--- config.mk ---
export PLATFORM = sky130hd
export DESIGN_NAME = hazard_stall_unit
export DESIGN_NICKNAME = d
export VERILOG_FILES = /design/src/rtl/hazard_stall_unit_pkg.sv /design/src/rtl/hazard_stall_unit_mc_timer.sv /design/src/rtl/hazard_stall_unit.sv
export SDC_FILE = /design/constraint.sdc
export NUM_CORES = 1
export LEC_CHECK = 0
export ABC_AREA = 1
export BUFFER_PORTS_ARGS = -buffer_cell sky130_fd_sc_hd__buf_2
export CORE_MARGIN = 8
export CORE_UTILIZATION = 40
export CTS_CLUSTER_DIAMETER = 150
export DETAILED_ROUTE_END_ITERATION = 8
export PLACE_DENSITY_LB_ADDON = 0.08
export SLEW_MARGIN = 20
export SYNTH_ARGS = -nofsm -noshare
export SYNTH_HDL_FRONTEND = slang
export SYNTH_SLANG_ARGS = --single-unit
export TNS_END_PERCENT = 30
--- constraint.sdc ---
create_clock -name clk -period 1.6 [get_ports clk]
set_clock_uncertainty 0.1 [all_clocks]
set_input_delay 0.16 -clock clk [delete_from_list [all_inputs] [get_ports clk]]
set_output_delay 0.16 -clock clk [all_outputs]
set_load 0.05 [all_outputs]
--- src/rtl/hazard_stall_unit_pkg.sv ---
// Shared pipeline-control definitions: forwarding selects, hazard FSM states and
// the multi-cycle latency default used by the stall/flush controller.
package hazard_stall_unit_pkg;

    // Operand forwarding selects (used by the bypass network next to this unit)
    typedef enum logic [1:0] {
        FWD_RF  = 2'b00,
        FWD_WB  = 2'b01,
        FWD_MEM = 2'b10
    } fwd_sel_e;

    typedef enum logic {
        HZ_RUN  = 1'b0,
        HZ_BUSY = 1'b1
    } hz_state_e;

    localparam int MC_LAT_DEFAULT = 4;
    localparam int MC_CNT_W       = 4;

    // A load in EX feeding a register the ID instruction reads; x0 is never a hazard.
    function automatic logic load_use_hit(
        input logic       mem_read,
        input logic [4:0] rd,
        input logic [4:0] rs1,
        input logic       rs1_used,
        input logic [4:0] rs2,
        input logic       rs2_used
    );
        return mem_read && (rd != 5'd0) &&
               ((rs1_used && (rs1 == rd)) || (rs2_used && (rs2 == rd)));
    endfunction

endpackage

--- src/rtl/hazard_stall_unit_mc_timer.sv ---
// Loadable down-counter with zero flag; times the remaining BUSY cycles of a
// multi-cycle EX operation.
module mc_timer
    import hazard_stall_unit_pkg::*;
(
    input  logic                clk,
    input  logic                rst,
    input  logic                load_i,
    input  logic [MC_CNT_W-1:0] load_val_i,
    input  logic                dec_i,
    output logic [MC_CNT_W-1:0] cnt_o,
    output logic                zero_o
);

    logic [MC_CNT_W-1:0] cnt_q;

    // NOTE: state registers use non-blocking (<=) so every flop samples pre-edge values.
    always_ff @(posedge clk) begin
        if (rst) begin
            cnt_q <= '0;
        end else if (load_i) begin
            cnt_q <= load_val_i;
        end else if (dec_i && (cnt_q != '0)) begin
            cnt_q <= cnt_q - MC_CNT_W'(1);
        end
    end

    assign cnt_o  = cnt_q;
    assign zero_o = (cnt_q == '0);

endmodule

--- src/rtl/hazard_stall_unit.sv ---
// Stall/flush controller for the 5-stage RV32 pipeline: load-use bubbles,
// multi-cycle EX holds, data-memory freezes and taken-branch flushes.
module hazard_stall_unit
    import hazard_stall_unit_pkg::*;
#(
    parameter int MC_LAT = MC_LAT_DEFAULT,  // legal range 2..16
    parameter int CNT_W  = 32
) (
    input  logic             clk,
    input  logic             rst,
    input  logic [4:0]       id_rs1,
    input  logic [4:0]       id_rs2,
    input  logic             id_rs1_used,
    input  logic             id_rs2_used,
    input  logic [4:0]       ex_rd,
    input  logic             ex_mem_read,
    input  logic             ex_multicycle,
    input  logic             ex_branch_taken,
    input  logic             dmem_busy,
    output logic             stall_pc,
    output logic             stall_if_id,
    output logic             stall_id_ex,
    output logic             stall_ex_me,
    output logic             flush_if_id,
    output logic             flush_id_ex,
    output logic             flush_ex_me,
    output logic             mc_done,
    output logic [CNT_W-1:0] stall_cnt
);

    // Cycles still stalled after the start cycle, excluding the final mc_done cycle
    localparam logic [MC_CNT_W-1:0] MC_LOAD = MC_CNT_W'(MC_LAT - 2);

    hz_state_e           state_q, state_d;
    logic [CNT_W-1:0]    stall_cnt_q, stall_cnt_d;
    logic                tmr_load, tmr_dec, tmr_zero;
    logic [MC_CNT_W-1:0] tmr_cnt;
    logic                lu_hit;

    assign lu_hit = load_use_hit(ex_mem_read, ex_rd, id_rs1, id_rs1_used, id_rs2, id_rs2_used);

    mc_timer u_mc_timer (
        .clk        (clk),
        .rst        (rst),
        .load_i     (tmr_load),
        .load_val_i (MC_LOAD),
        .dec_i      (tmr_dec),
        .cnt_o      (tmr_cnt),
        .zero_o     (tmr_zero)
    );

    always_comb begin
        // NOTE: every output gets a default first so no path through this block infers a latch.
        stall_pc    = 1'b0;
        stall_if_id = 1'b0;
        stall_id_ex = 1'b0;
        stall_ex_me = 1'b0;
        flush_if_id = 1'b0;
        flush_id_ex = 1'b0;
        flush_ex_me = 1'b0;
        mc_done     = 1'b0;
        tmr_load    = 1'b0;
        tmr_dec     = 1'b0;
        state_d     = state_q;

        if (rst) begin
            state_d = HZ_RUN;
        end else if (dmem_busy) begin
            // Freeze: a taken branch stays parked in EX and is honoured afterwards
            stall_pc    = 1'b1;
            stall_if_id = 1'b1;
            stall_id_ex = 1'b1;
            stall_ex_me = 1'b1;
        end else if (state_q == HZ_RUN) begin
            if (ex_branch_taken) begin
                flush_if_id = 1'b1;
                flush_id_ex = 1'b1;
            end else if (ex_multicycle) begin
                stall_pc    = 1'b1;
                stall_if_id = 1'b1;
                stall_id_ex = 1'b1;
                flush_ex_me = 1'b1;
                tmr_load    = 1'b1;
                state_d     = HZ_BUSY;
            end else if (lu_hit) begin
                stall_pc    = 1'b1;
                stall_if_id = 1'b1;
                flush_id_ex = 1'b1;
            end
        end else if (!tmr_zero) begin
            stall_pc    = 1'b1;
            stall_if_id = 1'b1;
            stall_id_ex = 1'b1;
            flush_ex_me = 1'b1;
            tmr_dec     = 1'b1;
        end else begin
            // ex_multicycle is ignored here so the finishing op does not restart
            mc_done = 1'b1;
            state_d = HZ_RUN;
        end
    end

    assign stall_cnt_d = stall_pc ? stall_cnt_q + CNT_W'(1) : stall_cnt_q;

    always_ff @(posedge clk) begin
        if (rst) begin
            state_q     <= HZ_RUN;
            stall_cnt_q <= '0;
        end else begin
            state_q     <= state_d;
            stall_cnt_q <= stall_cnt_d;
        end
    end

    assign stall_cnt = stall_cnt_q;

endmodule

# Word level (Yosys, flattened, before mapping)
# Index checks and enable logic that the tools add are counted.
dict set report totals {
  reg_bits 37
  input_bits 23
  out_inout_bits 40
  wordCells 56
}
dict set report classes {
  n_addsub 2
  eq_ne 2
  mux 37
  reduce_logical 11
}
# cell n
set op_table {}
lappend op_table {{1-bit 2-to-1 mux} 35}
lappend op_table {{32-bit by 1-bit adder with 32-bit output, second input constant} 1}
lappend op_table {{5-bit equality test} 2}
lappend op_table {{1-bit logical AND} 5}
lappend op_table {{5-bit nonzero test} 1}
lappend op_table {{4-bit zero test} 1}
lappend op_table {{2-bit 2-to-1 mux} 2}
lappend op_table {{4-bit nonzero test} 1}
lappend op_table {{4-bit by 1-bit subtractor with 4-bit output, second input constant} 1}
lappend op_table {{2-bit nonzero test} 1}
lappend op_table {{2-bit OR reduction} 1}
lappend op_table {{1-bit logical OR} 1}

# Depth between registers and ports, before layout
# Gate-level depths: netlist of run 1.
dict set report depth {
  depth_word 10
  ltp_mapped 13
  ltp_nobuf 12
}

# Cells and area by module
# A second synthesis of run 1 with hierarchy kept.
dict set report unflattened {
  cells_unflattened 453
  area_unflattened_um2 2630.0
}
# mod instances cells_each area_per_inst_um2
set by_module_without_submodules {}
lappend by_module_without_submodules {hazard_stall_unit 1 412 2356.0}
lappend by_module_without_submodules {mc_timer 1 41 274.0}

# Least setup slack after synthesis of run 1
# No wires, ideal clock.
dict set report synth_path {
  path_kind {flip-flop to flip-flop}
  from {reg stall_cnt_q[0] (netlist: stall_cnt[0])}
  to {reg stall_cnt_q[22] (netlist: stall_cnt[22])}
  setup_time_ps 113
  arrival_ps 1857
  t_required_ps 1387
  setup_slack_ps -470
  stages_incl_launch_ff 11
  path_buffers 0
  period_less_slack_ps 2070
  cell_sequence {dfxtp_1 > ha_1 > nand2_1 > nor2_2 > nand4_1 > inv_1 > nand4_1 > nor2_1 > nand2_1 > nor2_1 > nor2_1}
}
dict set report synth_via {
  elab_chain_len 1
}
# element line_no
set synth_rtl {}
lappend synth_rtl {{from (decl)} hazard_stall_unit.sv:35} ;# logic [CNT_W-1:0] stall_cnt_q, stall_cnt_d;
lappend synth_rtl {{from (signal assigned)} hazard_stall_unit.sv:111} ;# stall_cnt_q <= stall_cnt_d;
lappend synth_rtl {{32-bit by 1-bit adder with 32-bit output} hazard_stall_unit.sv:103} ;# assign stall_cnt_d = stall_pc ? stall_cnt_q + CNT_W'(1) : stall_cnt_q;
# No other way between the ends.
# A chain may end at the register's enable or synchronous reset.

# Worst setup path after layout of run 1
dict set report layout_path {
  from {reg u_mc_timer.cnt_q[1] (netlist: u_mc_timer.cnt_o[1])}
  to {out stall_id_ex}
}
dict set report layout_via {
  elab_chain_len 5
}
# element line_no
set layout_rtl {}
lappend layout_rtl {{from (decl)} hazard_stall_unit_mc_timer.sv:15} ;# logic [MC_CNT_W-1:0] cnt_q;
lappend layout_rtl {{from (signal assigned)} hazard_stall_unit_mc_timer.sv:22} ;# cnt_q <= load_val_i;
lappend layout_rtl {{from (signal assigned)} hazard_stall_unit_mc_timer.sv:24} ;# cnt_q <= cnt_q - MC_CNT_W'(1);
lappend layout_rtl {{4-bit zero test} hazard_stall_unit_mc_timer.sv:29} ;# assign zero_o = (cnt_q == '0);
lappend layout_rtl {{1-bit 2-to-1 mux} hazard_stall_unit.sv:90} ;# end else if (!tmr_zero) begin
lappend layout_rtl {{1-bit 2-to-1 mux} hazard_stall_unit.sv:74} ;# end else if (state_q == HZ_RUN) begin
lappend layout_rtl {{1-bit 2-to-1 mux} hazard_stall_unit.sv:68} ;# end else if (dmem_busy) begin
lappend layout_rtl {{1-bit 2-to-1 mux} hazard_stall_unit.sv:66} ;# if (rst) begin
lappend layout_rtl {{to (decl)} hazard_stall_unit.sv:22} ;# output logic stall_id_ex,
# No other way between the ends.

==> run_results.csv, run 1 <==
group,metric,value,unit
outcome,outcome,"complete, but fails checks",
outcome,failed_checks,"negative setup slack",
timing,fin_ws,-0.201,ns
placed_design,place.gp.congestion,0.877,
timing,hold_viol,0,
grt,antenna_found_initial,0,
clocking,path_clk_slew,0.07,ns
setup_path,cp_slowest_cell,"dfxtp_2",
finish,seqCellArea,786,sq um
finish,areaGrowthSynthToFinish,46.2,%
clocking,tritoncts,"built",
setup_path,max_stage_delay,0.33,ns
setup_path,worst-path-buf-inv,4,
routing,drcViolationCount,0,
setup_path,critPathKind,"reg -> out",
synthesis,synth.cell_area,2600,sq um
finish,mostFrequentLayoutCells,"131 x nand2_1, 62 x nor2_1, 56 x buf_2",
clocking,cts_buffers,5,
synthesis,yosysWarnings,0,
placed_design,dp_hpwl,6.09,mm
setup_path,worstPathMaxFanout,3,
finish,fillers,619,
synthesis,synth_seq_area_share,28.5,%
grt,grtUsageTotal,16.4,%
floorplan,die_w,96.6,um
grt,first_global_vias,2890,
routing,num_vias,3103,
timing,max_freq,0.555,GHz
routing,drtPass1Iterations,5,
timing,tightest_slew,0.463,ns
grt,grt_pass1_wl,13.2,mm
synthesis,syn_avg_cell_area,5.87,sq um
worst_hold_path,hold_depth,2,
synthesis,synth_flop_cell,"dfxtp_1",
synthesis,syn_inst,443,
synthesis,ys_seq_elements,37,
finish,layout_commonest_cell,"nand2_1",
setup_path,arrival,1.54,ns
synthesis,synth-edff-count,0,
finish,num-nets-final,579,
placed_design,portBuffers,62,
finish,drive_gt1_share,39.2,%
routing,drt-initial-drc-count,165,
grt,grt_max_degree,32,
clocking,clock_sinks,37,
floorplan,core,6310,sq um
timing,final_max_slew_viol_count,0,
floorplan,start_util,41.2,%
floorplan,rows,29,
power_and_ir_drop,p_per_area,541,nW/um^2
power_and_ir_drop,p_leak,1.87,nW
setup_path,critical_path.top_delay_family,"buffers and inverters",
floorplan,pin_count,63,
synthesis,ys_async_sr_fraction,0,%
setup_path,crit_required,1.34,ns
clocking,htree_levels,2,
routing,wire_per_inst,13.2,um
synthesis,synth.distinct_cells,32,
timing,fin_setup_tns,-1.12,ns
setup_path,critPathLaunchType,"flip-flop",
worst_hold_path,hold_class,"in -> reg",
setup_path,cp-end-kind,"primary output",
finish,design_area,3800,sq um
timing,setup_viol,30,
finish,multiInputGateArea,1780,sq um
placed_design,dpl_cell_area,3310,sq um
timing,fin_crit_sh,113,%
floorplan,die_area,9340,sq um
clocking,cts.path.max_buffers,2,
placed_design,pre_cts_slack,-0.00687,ns
clocking,cts_hold_buf,0,
clocking,cts-root-buf,"clkbuf_8",
synthesis,syn-num-nets,469,
routing,vias_per_cell,4.92,
timing,period_minus_slack,1.80,ns
finish,diodes,0,
run,cap_violations,0,
routing,antenna_left,0,
timing,holdWs,0.0836,ns
timing,relSlewSlack,68.8,%
setup_path,r2r_cells,13,
floorplan,die_y,96.6,um
setup_path,cp.depth,9,
power_and_ir_drop,ir_worst_vdd,417,uV
routing,wl,8.36,mm
timing,rsz0062_at_grt,"true",
clocking,insertion_delay,0.29,ns
setup_path,cp_cell_sequence,"inv_2 > ha_4 > nand3_2 > nand2_2 > nand2_4 > buf_4 > o21ai_2 > inv_1 > buf_6",
grt,grt-ovfl-total,0,
==> synth_stat cells (2+ instances only) <==
library cell / number / area, sq um
nand2_1: 149 / 559
nor2_1: 71 / 267
inv_1: 54 / 203
dfxtp_1: 37 / 741
nand3_1: 31 / 155
a21oi_1: 24 / 120
nor3_1: 9 / 45.0
nand4_1: 8 / 50.1
o21ai_0: 7 / 35.0
nand3b_1: 6 / 45.0
inv_2: 5 / 18.8
buf_6: 4 / 45.0
nor2_2: 4 / 25.0
nor3_2: 4 / 40.0
ha_1: 3 / 37.5
nand3_2: 3 / 30.0
xor2_1: 3 / 26.3
buf_2: 2 / 10.0
buf_4: 2 / 15.0
clkinv_1: 2 / 7.51
nand2_2: 2 / 12.5
nand2_4: 2 / 22.5
nor3b_1: 2 / 15.0
==> cell families (layout without fill, tap and decap cells) <==
group	after synthesis	after routing	synth area share, %
AND/OR/NAND/NOR	294	294	50.0
buffers and inverters	72	183	12.1
flip-flops	37	37	28.5
AO/OA/AOI/OAI	33	33	6.59
XOR/XNOR	4	4	1.35
adder cells (fa/ha/maj)	3	3	1.44
==> worst register-to-register path, stage by stage (launching register included) <==
cell and delay (ns):
dfxtp_2 0.33, inv_2 0.07, ha_4 0.12, nand3_2 0.06, nand2_2 0.08, nand2_4 0.06, nor2_4 0.09, nand2_4 0.06
nand2_4 0.08, buf_4 0.12, buf_6 0.09, buf_6 0.12, nand2_1 0.06, a21oi_1 0.13
==> sequential cells by signal, indices dropped and copies added (netlist names) <==
signal / cells
stall_cnt: 32
u_mc_timer.cnt_o: 4
state_q: 1
==> what timing repair did <==
item | CTS | global route
buffers inserted | 4 | 8
gates resized for setup | 23 | 59
cloned | 0 | 2
setup endpoints to repair | 7 | 39
pin swaps | 5 | 14
==> path summary, 6_finish.rpt <==
path | start | endpoint | slack [ns]
setup / recovery | u_mc_timer.cnt_o[1] | stall_id_ex | -0.20
hold / removal | dmem_busy | state_q | 0.08
setup reg to reg | u_mc_timer.cnt_o[1] | stall_cnt[7] | -0.05
hold reg to reg | u_mc_timer.cnt_o[0] | u_mc_timer.cnt_o[0] | 0.37
==> where the power goes <==
part | internal (mW) | switching [mW] | total (mW)
Sequential | 0.928 | 0.0167 | 0.944
Clock | 0.352 | 0.329 | 0.681
Combinational | 0.172 | 0.258 | 0.429
Total | 1.45 | 0.604 | 2.05
==> through the flow <==
stage               power [mW]  util, %  cells
finish                    2.05     60.2    631
global route              2.16     60.2    631
CTS                       2.02     55.4    621
detailed placement        1.31     52.4    609
global placement          1.30     52.4    609
floorplan                 1.21        -    443
==> routing by layer <==
layer	GRT usage [%]	share of wire [%]	wire [um]
met1	19.6	42	3540
met2	27.9	48	3990
met3	4.69	7.4	616
met4	4.38	2.6	215
met5	0	0	0
==> final cells by class <==
class,instances,area share (%)
inverters,61,6.12
clock buffers,8,2.37
flip-flops and latches,37,20.7
repair buffers,114,21.5
well taps,77,2.53
multi-input cells,334,46.8
Power figures use the tool's default switching activity.
==> run 2: changes to the inputs <==
--- a/config.mk
+++ b/config.mk
@@ -6,7 +6,7 @@
 export NUM_CORES = 1
 export LEC_CHECK = 0
 export ABC_AREA = 1
-export BUFFER_PORTS_ARGS = -buffer_cell sky130_fd_sc_hd__buf_2
+export BUFFER_PORTS_ARGS = -buffer_cell sky130_fd_sc_hd__buf_4
 export CORE_MARGIN = 8
 export CORE_UTILIZATION = 40
 export CTS_CLUSTER_DIAMETER = 150
==> run_results.csv, run 2 (synthesis gave the netlist of run 1 again) <==
group,metric,value,unit
timing,max_freq,0.545,GHz
setup_path,critical_path.top_delay_family,"simple AND/OR/NAND/NOR gates",
setup_path,crit_top_cell,"nand2_4",
finish,num-nets-final,585,
setup_path,rrSetupSlack,-0.15,ns
clocking,cts_buffers,5,
setup_path,cp-end-kind,"primary output",
floorplan,die_y,96.6,um
routing,drcViolationCount,0,
setup_path,cp_cell_sequence,"inv_2 > ha_4 > nand3_2 > nand2_1 > nand2_2 > nor2_4 > nand2_4 > nand2_4 > clkinvlp_4 > buf_8",
setup_path,r2r_cells,14,
timing,hold_viol,0,
clocking,htree_levels,2,
run,cap_violations,0,
timing,rsz0062_at_grt,"true",
setup_path,endpoint,"stall_if_id",
floorplan,rows,29,
power_and_ir_drop,p_leak,1.83,nW
setup_path,timing.rr.start,"u_mc_timer.cnt_o[0]",
outcome,failed_checks,"negative setup slack",
timing,fin_setup_tns,-4.13,ns
routing,wl,8.53,mm
setup_path,worst-path-buf-inv,3,
timing,setup_viol,37,
routing,num_vias,3138,
routing,drtPass1Iterations,4,
setup_path,max_stage_delay,0.33,ns
setup_path,crit_start,"u_mc_timer.cnt_o[0]",
routing,routed.top_layer,"met4",
clocking,insertion_delay,0.29,ns
placed_design,portBuffers,62,
routing,drt-initial-drc-count,174,
clocking,tritoncts,"built",
finish,largest_reg_flops,32,
timing,final_max_slew_viol_count,0,
clocking,cts-root-buf,"clkbuf_8",
timing,tightest_slew,0.409,ns
floorplan,die_w,96.6,um
floorplan,pin_count,63,
placed_design,place.gp.congestion,0.912,
setup_path,critPathKind,"reg -> out",
grt,first_global_vias,3019,
finish,mostFrequentLayoutCells,"137 x nand2_1, 107 x buf_4, 64 x nor2_1",
routing,antenna_left,0,
grt,grt-ovfl-total,0,
finish,layout_commonest_cell,"nand2_1",
finish,areaGrowthSynthToFinish,50.3,%
grt,grt_pass1_wl,13.7,mm
timing,fin_ws,-0.234,ns
timing,period_minus_slack,1.83,ns
timing,holdWs,0.0383,ns
routing,wl_met2,4.15,mm
setup_path,worstPathMaxFanout,3,
clocking,path_clk_slew,0.07,ns
floorplan,start_util,41.2,%
grt,grt_max_degree,32,
floorplan,core,6310,sq um
timing,relSlewSlack,72.5,%
power_and_ir_drop,ir_worst_vdd,342,uV
routing,vias_per_cell,4.93,
worst_hold_path,hold_class,"in -> reg",
finish,drive_gt1_share,36.8,%
setup_path,cp_slowest_cell,"dfxtp_2",
routing,wire_per_inst,13.4,um
setup_path,reg2reg_to,"stall_cnt[22]",
routing,wl_met3,444,um
placed_design,dpl_cell_area,3500,sq um
finish,postLayoutCoreUtil,61.9,%
finish,diodes,0,
floorplan,die_area,9340,sq um
power_and_ir_drop,p_per_area,539,nW/um^2
setup_path,arrival,1.57,ns
setup_path,crit_required,1.34,ns
clocking,clock_sinks,37,
clocking,cts.path.max_buffers,2,
finish,design_area,3910,sq um
setup_path,critPathLaunchType,"flip-flop",
placed_design,dp_hpwl,6.23,mm
outcome,outcome,"complete, but fails checks",
routing,drt-met1-wl,3.82,mm
grt,antenna_found_initial,0,
power_and_ir_drop,total_power,2.10,mW
timing,fin_crit_sh,115,%
grt,grtUsageTotal,17.0,%
setup_path,cp.depth,10,
[run 2: cell types whose count changed in the layout (fill, tap and decap cells not counted), sizes merged]
cell	before	now
buf	112	117
dlygate4sd3	0	1
[run 2: layout make-up]
type / count / area, sq um
Clock buffer: 8 / 90.1
Multi-Input combinational cell: 334 / 1720
Sequential cell: 37 / 776
Inverter: 61 / 235
Tap cell: 77 / 96.3
Fill cell: 625 / 2400
Timing Repair Buffer: 120 / 996
[run 2: per-layer routing]
metal	vias to the layer above	GRT usage (%)
met2	73	29.0
met3	9	4.69
met4	0	5.33
li1	1621	-
met5	-	0
met1	1435	20.1
[run 2: worst min path at each step]
stage                         start  slack (ns)             to  cells past startpoint
after floorplan           dmem_busy        0.16        state_q                      1
after global placement    dmem_busy        0.31        state_q                      2
after detailed placement  dmem_busy        0.31        state_q                      2
after CTS                       rst        0.03   stall_cnt[0]                      2
after global routing            rst        0.05  stall_cnt[26]                      2
final                           rst        0.04  stall_cnt[26]                      2
[run 2: what timing repair did]
| item | in CTS | in global routing |
|---|---|---|
| cloned | 0 | 2 |
| endpoints found under the setup margin | 11 | 39 |
| buffers inserted | 7 | 6 |
| endpoints found under the hold margin | 1 | 0 |
| hold buffers | 1 | 0 |
| pin swaps | 4 | 10 |
| resized for setup | 9 | 42 |
[run 2: report_power, final]
group	switching, mW	total, mW	internal [mW]
Clock	0.346	0.698	0.352
Combinational	0.259	0.460	0.200
Sequential	0.0160	0.947	0.931
[run 2: per-stage QoR]
step,setup WS (ns),instances
floorplan,-0.326,443
global placement,-0.0209,614
detailed placement,-0.00869,614
CTS,-0.222,630
global route,-0.331,637
finish,-0.234,637
